### src/rtl/piano_pkg.sv
// Shared definitions for the keyboard-to-note scheduler: key map, FLUSH code,
// note-code width and scheduler state encodings.
package piano_pkg;

    localparam int NOTE_W = 4;

    localparam logic [7:0] KEY_FLUSH = 8'h20;

    // Index i holds the ASCII key that plays note i+1 (C4 upward).
    localparam logic [7:0] KEY_MAP [8] = '{8'h61, 8'h73, 8'h64, 8'h66,
                                           8'h67, 8'h68, 8'h6A, 8'h6B};

    typedef enum logic [1:0] {
        IDLE = 2'd0,
        LOAD = 2'd1,
        PLAY = 2'd2,
        GAP  = 2'd3
    } state_t;

    function automatic logic [NOTE_W-1:0] map_key(input logic [7:0] code);
        logic [NOTE_W-1:0] note;
        note = '0;
        for (int i = 0; i < 8; i++) begin
            if (code == KEY_MAP[i]) begin
                note = NOTE_W'(i + 1);
            end
        end
        return note;
    endfunction

endpackage

### src/rtl/key_fifo.sv
// Pending-note queue with show-ahead head output and registered full/empty
// flags; pointers carry one extra bit so full and empty are distinguishable.
module key_fifo #(
    parameter int DEPTH = 4,
    parameter int WIDTH = 4
) (
    input  logic             clk_fpga,
    input  logic             reset,
    input  logic             push,
    input  logic             pop,
    input  logic             flush,
    input  logic [WIDTH-1:0] din,
    output logic [WIDTH-1:0] dout,
    output logic             full,
    output logic             empty
);

    localparam int AW = $clog2(DEPTH);

    logic [AW:0]      wr_ptr;
    logic [AW:0]      rd_ptr;
    logic [AW:0]      wr_next;
    logic [AW:0]      rd_next;
    logic             do_push;
    logic             do_pop;
    logic [WIDTH-1:0] mem [DEPTH];

    // A push into a full queue is accepted only when the head leaves in the same cycle.
    always_comb begin
        do_pop  = pop && !empty;
        do_push = push && (!full || do_pop);
        wr_next = wr_ptr + {{AW{1'b0}}, do_push};
        rd_next = rd_ptr + {{AW{1'b0}}, do_pop};
    end

    always_ff @(posedge clk_fpga or negedge reset) begin
        if (!reset) begin
            wr_ptr <= '0;
            rd_ptr <= '0;
            full   <= 1'b0;
            empty  <= 1'b1;
        end else if (flush) begin
            wr_ptr <= '0;
            rd_ptr <= '0;
            full   <= 1'b0;
            empty  <= 1'b1;
        end else begin
            wr_ptr <= wr_next;
            rd_ptr <= rd_next;
            empty  <= (wr_next == rd_next);
            full   <= (wr_next[AW] != rd_next[AW]) &&
                      (wr_next[AW-1:0] == rd_next[AW-1:0]);
        end
    end

    always_ff @(posedge clk_fpga) begin
        if (do_push && !flush) begin
            mem[wr_ptr[AW-1:0]] <= din;
        end
    end

    assign dout = mem[rd_ptr[AW-1:0]];

endmodule

### src/rtl/key_note_scheduler.sv
// Turns UART key bytes into a queue of notes and plays them one at a time,
// each held for NOTE_CYCLES and followed by GAP_CYCLES of silence.
module key_note_scheduler
    import piano_pkg::*;
#(
    parameter int unsigned CLK_FREQ    = 100_000_000,
    parameter int unsigned NOTE_CYCLES = 25_000_000,
    parameter int unsigned GAP_CYCLES  = 100_000,
    parameter int          FIFO_DEPTH  = 4
) (
    input  logic              clk_fpga,
    input  logic              reset,
    input  logic [7:0]        rx_data,
    input  logic              rx_valid,
    output logic [NOTE_W-1:0] note_code,
    output logic              note_on,
    output logic              queue_full,
    output logic              overflow
);

    if (CLK_FREQ == 0 || NOTE_CYCLES == 0 || GAP_CYCLES == 0 || FIFO_DEPTH < 2 ||
        (FIFO_DEPTH & (FIFO_DEPTH - 1)) != 0) begin : g_bad_params
        $error("key_note_scheduler: invalid parameter set");
    end

    state_t            state;
    logic [31:0]       timer;
    logic [NOTE_W-1:0] key_note;
    logic [NOTE_W-1:0] fifo_dout;
    logic              is_flush;
    logic              push;
    logic              pop;
    logic              fifo_full;
    logic              fifo_empty;

    // FLUSH outranks the pop so a flushed queue never hands out a stale head.
    always_comb begin
        key_note = map_key(rx_data);
        is_flush = rx_valid && (rx_data == KEY_FLUSH);
        push     = rx_valid && (key_note != '0);
        pop      = (state == LOAD) && !is_flush;
    end

    key_fifo #(
        .DEPTH (FIFO_DEPTH),
        .WIDTH (NOTE_W)
    ) u_fifo (
        .clk_fpga (clk_fpga),
        .reset    (reset),
        .push     (push),
        .pop      (pop),
        .flush    (is_flush),
        .din      (key_note),
        .dout     (fifo_dout),
        .full     (fifo_full),
        .empty    (fifo_empty)
    );

    assign queue_full = fifo_full;

    always_ff @(posedge clk_fpga or negedge reset) begin
        if (!reset) begin
            state     <= IDLE;
            timer     <= '0;
            note_code <= '0;
            note_on   <= 1'b0;
            overflow  <= 1'b0;
        end else if (is_flush) begin
            state     <= IDLE;
            timer     <= '0;
            note_code <= '0;
            note_on   <= 1'b0;
            overflow  <= 1'b0;
        end else begin
            if (push && fifo_full && !pop) begin
                overflow <= 1'b1;
            end
            case (state)
                IDLE: begin
                    if (!fifo_empty) begin
                        state <= LOAD;
                    end
                end
                LOAD: begin
                    note_code <= fifo_dout;
                    note_on   <= 1'b1;
                    timer     <= 32'(NOTE_CYCLES - 1);
                    state     <= PLAY;
                end
                PLAY: begin
                    if (timer == '0) begin
                        note_code <= '0;
                        note_on   <= 1'b0;
                        timer     <= 32'(GAP_CYCLES - 1);
                        state     <= GAP;
                    end else begin
                        timer <= timer - 32'd1;
                    end
                end
                GAP: begin
                    if (timer == '0) begin
                        state <= fifo_empty ? IDLE : LOAD;
                    end else begin
                        timer <= timer - 32'd1;
                    end
                end
                default: state <= IDLE;
            endcase
        end
    end

endmodule
### config.mk
export PLATFORM = sky130hd
export DESIGN_NAME = key_note_scheduler
export DESIGN_NICKNAME = d
export VERILOG_FILES = /design/src/rtl/piano_pkg.sv /design/src/rtl/key_fifo.sv /design/src/rtl/key_note_scheduler.sv
export SDC_FILE = /design/constraint.sdc
export NUM_CORES = 1
export LEC_CHECK = 0
export BUFFER_PORTS_ARGS = -buffer_cell sky130_fd_sc_hd__buf_2
export CAP_MARGIN = 0
export CORE_UTILIZATION = 55
export CTS_CLUSTER_DIAMETER = 200
export CTS_CLUSTER_SIZE = 28
export DETAILED_ROUTE_END_ITERATION = 10
export GPL_ROUTABILITY_DRIVEN = 0
export PLACE_DENSITY = 0.79
export SYNTH_ARGS = -nofsm -noshare
export SYNTH_HDL_FRONTEND = slang
export SYNTH_HIERARCHICAL = 1
export SYNTH_SLANG_ARGS = --single-unit
export TNS_END_PERCENT = 5
### constraint.sdc
create_clock -name clk_fpga -period 3.6 [get_ports clk_fpga]
set_clock_uncertainty 0.1 [all_clocks]
set_input_delay 1.08 -clock clk_fpga [delete_from_list [all_inputs] [get_ports clk_fpga]]
set_output_delay 1.08 -clock clk_fpga [all_outputs]
set_load 0.03 [all_outputs]
==> flow_summary_export.csv <==
group,metric,value,unit
run_status,outcome,"completed",
clocking,cts_tree,"built",
detailed_routing,first_pass_iters,5,
setup_path,end_kind,"register",
placed_design,place_inst,491,
global_route,grt_start_max_net_pins,26,
power,power.density,654,nW/um2
synthesis,synthesis.area,3750,um2
global_route,antenna_found_initial,0,
timing,slew_headroom,55.2,%
synthesis,synth_warnings,6,
clocking,ctsResizeCount,0,
placed_design,portBuffers,17,
global_route,track_usage,26.9,%
detailed_routing,ant_nets,0,
synthesis,synth-edff-count,16,
synthesis,synth_top_cell_area_share,31.4,%
synthesis,ys_seq_elements,64,
clocking,numCtsBuffers,9,
hold_path,hold_class,"register to register",
detailed_routing,drt-initial-drc-count,375,
job,cap_violations,0,
floorplan,start_util,58.1,%
synthesis,synth_nets,422,
synthesis,synth_top_cell_by_area,"dfrtp_1",
layout,final_area,4180,um2
floorplan,rows,29,
synthesis,avgSynthCellArea,9.35,um2
placed_design,dpl-instance-area,3980,um2
clocking,cts_buffer_depth,2,
clocking,ctsHoldBuffers,0,
timing,slew_violations,0,
synthesis,yosysMostFrequentCell,"nor2_1",
clocking,clock_sinks,64,
detailed_routing,drt-vias-per-instance,6.53,
detailed_routing,wl_per_cell,17.9,um
detailed_routing,vias,3309,
floorplan,die-width,84.6,um
synthesis,synth_seq_area_share,44.9,%
setup_path,worstPathMaxFanout,8,
clocking,clk_pin_slew_worst_paths,0.08,ns
global_route,grt-ovfl-total,0,
layout,fin_nets,446,
setup_path,worstPathRequired,3.74,ns
timing,max_slew.worst_pin.slew,0.665,ns
synthesis,async_flop_share,75.0,%
clocking,root_buffer,"clkbuf_8",
synthesis,synth_area_leaders,"dfrtp_1 31%, edfxtp_1 13%, nor2_1 5.0%",
synthesis,ys_top_cells_by_count,"50 x nor2_1, 47 x dfrtp_1, 31 x o21ai_0, 30 x a21oi_1, 24 x nand2_1",
timing,period_needed,3.09,ns
setup_path,setup.worst_path.start_class,"register",
synthesis,postSynthCellCount,401,
layout,area_growth,11.4,%
clocking,postCtsSetupBuffers,0,
floorplan,io_pins,18,
synthesis,ys_types,56,
timing,hold_violations,0,
floorplan,die_h,84.6,um
timing,setup_tns,0,ns
power,ir_drop,397,uV
placed_design,hpwl,6.48,mm
synthesis,synth_ff_type,"dfrtp_1",
timing,setup_viol_count_final,0,
setup_path,worstPathArrival,3.23,ns
layout,diodes,0,
setup_path,crit_type,"register to register",
timing,rsz0062_at_grt,"no",
detailed_routing,wl,9.07,mm
clocking,ctsHtreeMaxLevel,3,
global_route,grt_pass1_wl,14.9,mm
layout,drive_above_1_share,14.0,%
floorplan,die_area,7150,um2
power,leakage,1.62,nW
clocking,clock_latency,0.35,ns
timing,finalCritPeriodShare,86.0,%
floorplan,core_area,6460,um2
layout,stdcell_count,507,
detailed_routing,drc,0,
timing,clock.fmax,0.323,GHz
global_route,grt_pass1_vias,3063,
sequential cells by signal (all words and copies together) (netlist names), 2 cells and up:
name	flops
u_fifo/wr_ptr	3
note_code	4
timer	32
u_fifo/mem	16
u_fifo/rd_ptr	3
state	2
stage by stage:
stage / setup slack [ns] / power [W] / hold WS (ns) / utilization, %
after detailed placement: 0.220 / 0.00210 / 0.408 / 61.6
final: 0.505 / 0.00273 / 0.421 / 64.7
after global routing: 0.364 / 0.00290 / 0.439 / 64.7
after floorplan: 0.0666 / 0.00180 / 0.358 / -
after CTS: 0.532 / 0.00272 / 0.419 / 64.7
after global placement: 0.299 / 0.00205 / 0.385 / 61.6
area by class of cell:
cell class                      instances  area [um2]
Clock buffer                           11         141
Clock inverter                          5        56.3
Fill cell                             516        2280
Inverter                               10        37.5
Multi-Input combinational cell        308        1950
Sequential cell                        64        1680
Tap cell                               77        96.3
Timing Repair Buffer                   32         210
critical path, stage by stage, from the launching register on:
cell and delay (ns):
dfrtp_1 0.42, inv_1 0.11, ha_1 0.27, or4b_1 0.52, or4_1 0.61, or3_4 0.43, nor3_4 0.18, nand2_1 0.08
a32o_1 0.26
routing by layer:
metal  GRT usage (%)  share of wire (%)  up-vias  routed length (um)
met5               0                  0        -                   0
met4            12.2                2.8        0                 254
met3            5.31                6.2       26                 563
met2            45.0                 49      134                4440
met1            33.9                 42     1590                3820
li1                -                  -     1559                   -
cell families after synthesis:
logic type	synth area share, %
AO/OA/AOI/OAI	17.2
flip-flops	44.9
multiplexers	4.14
adder cells (fa/ha/maj)	3.34
buffers and inverters	3.04
AND/OR/NAND/NOR	25.8
XOR/XNOR	1.64
final timing paths:
path	slack [ns]	start	to	cells past startpoint
min	0.42	timer[30]	timer[30]	1
min in group asynchronous	0.62	reset	timer[4]	1
max	0.51	timer[0]	timer[22]	8
max reg2reg	0.51	timer[0]	timer[22]	8
max in group asynchronous	2.01	reset	u_fifo/empty	2
min reg2reg	0.42	timer[30]	timer[30]	1
report_power, final:
part / switching (W) / internal, W / total [W]
Combinational: 0.000743 / 0.000417 / 0.00116
Clock: 0.000283 / 0.000339 / 0.000622
Sequential: 0.000111 / 0.000839 / 0.000950
Total: 0.00114 / 0.00159 / 0.00273
placed cells by master, fill, tap and decap left out, drive strengths merged, types with 3 or more instances in the layout:
| cell type | netlist | final |
|---|---|---|
| a21oi | 30 | 30 |
| a22o | 3 | 3 |
| a311oi | 5 | 5 |
| a31oi | 5 | 5 |
| a32o | 6 | 6 |
| buf | 6 | 32 |
| clkbuf | 13 | 11 |
| dfrtp | 47 | 47 |
| edfxtp | 16 | 16 |
| ha | 10 | 10 |
| inv | 10 | 11 |
| mux2i | 5 | 5 |
| mux4 | 4 | 4 |
| nand2 | 24 | 24 |
| nand2b | 6 | 6 |
| nand3 | 12 | 12 |
| nand4 | 6 | 6 |
| nor2 | 50 | 50 |
| nor2b | 11 | 11 |
| nor3 | 22 | 22 |
| nor4 | 17 | 17 |
| nor4b | 4 | 4 |
| o21ai | 32 | 32 |
| o31ai | 6 | 6 |
| or2 | 4 | 4 |
| or3 | 6 | 6 |
| or4 | 8 | 8 |
| xnor2 | 7 | 7 |
(Power assumes the default switching activity.)
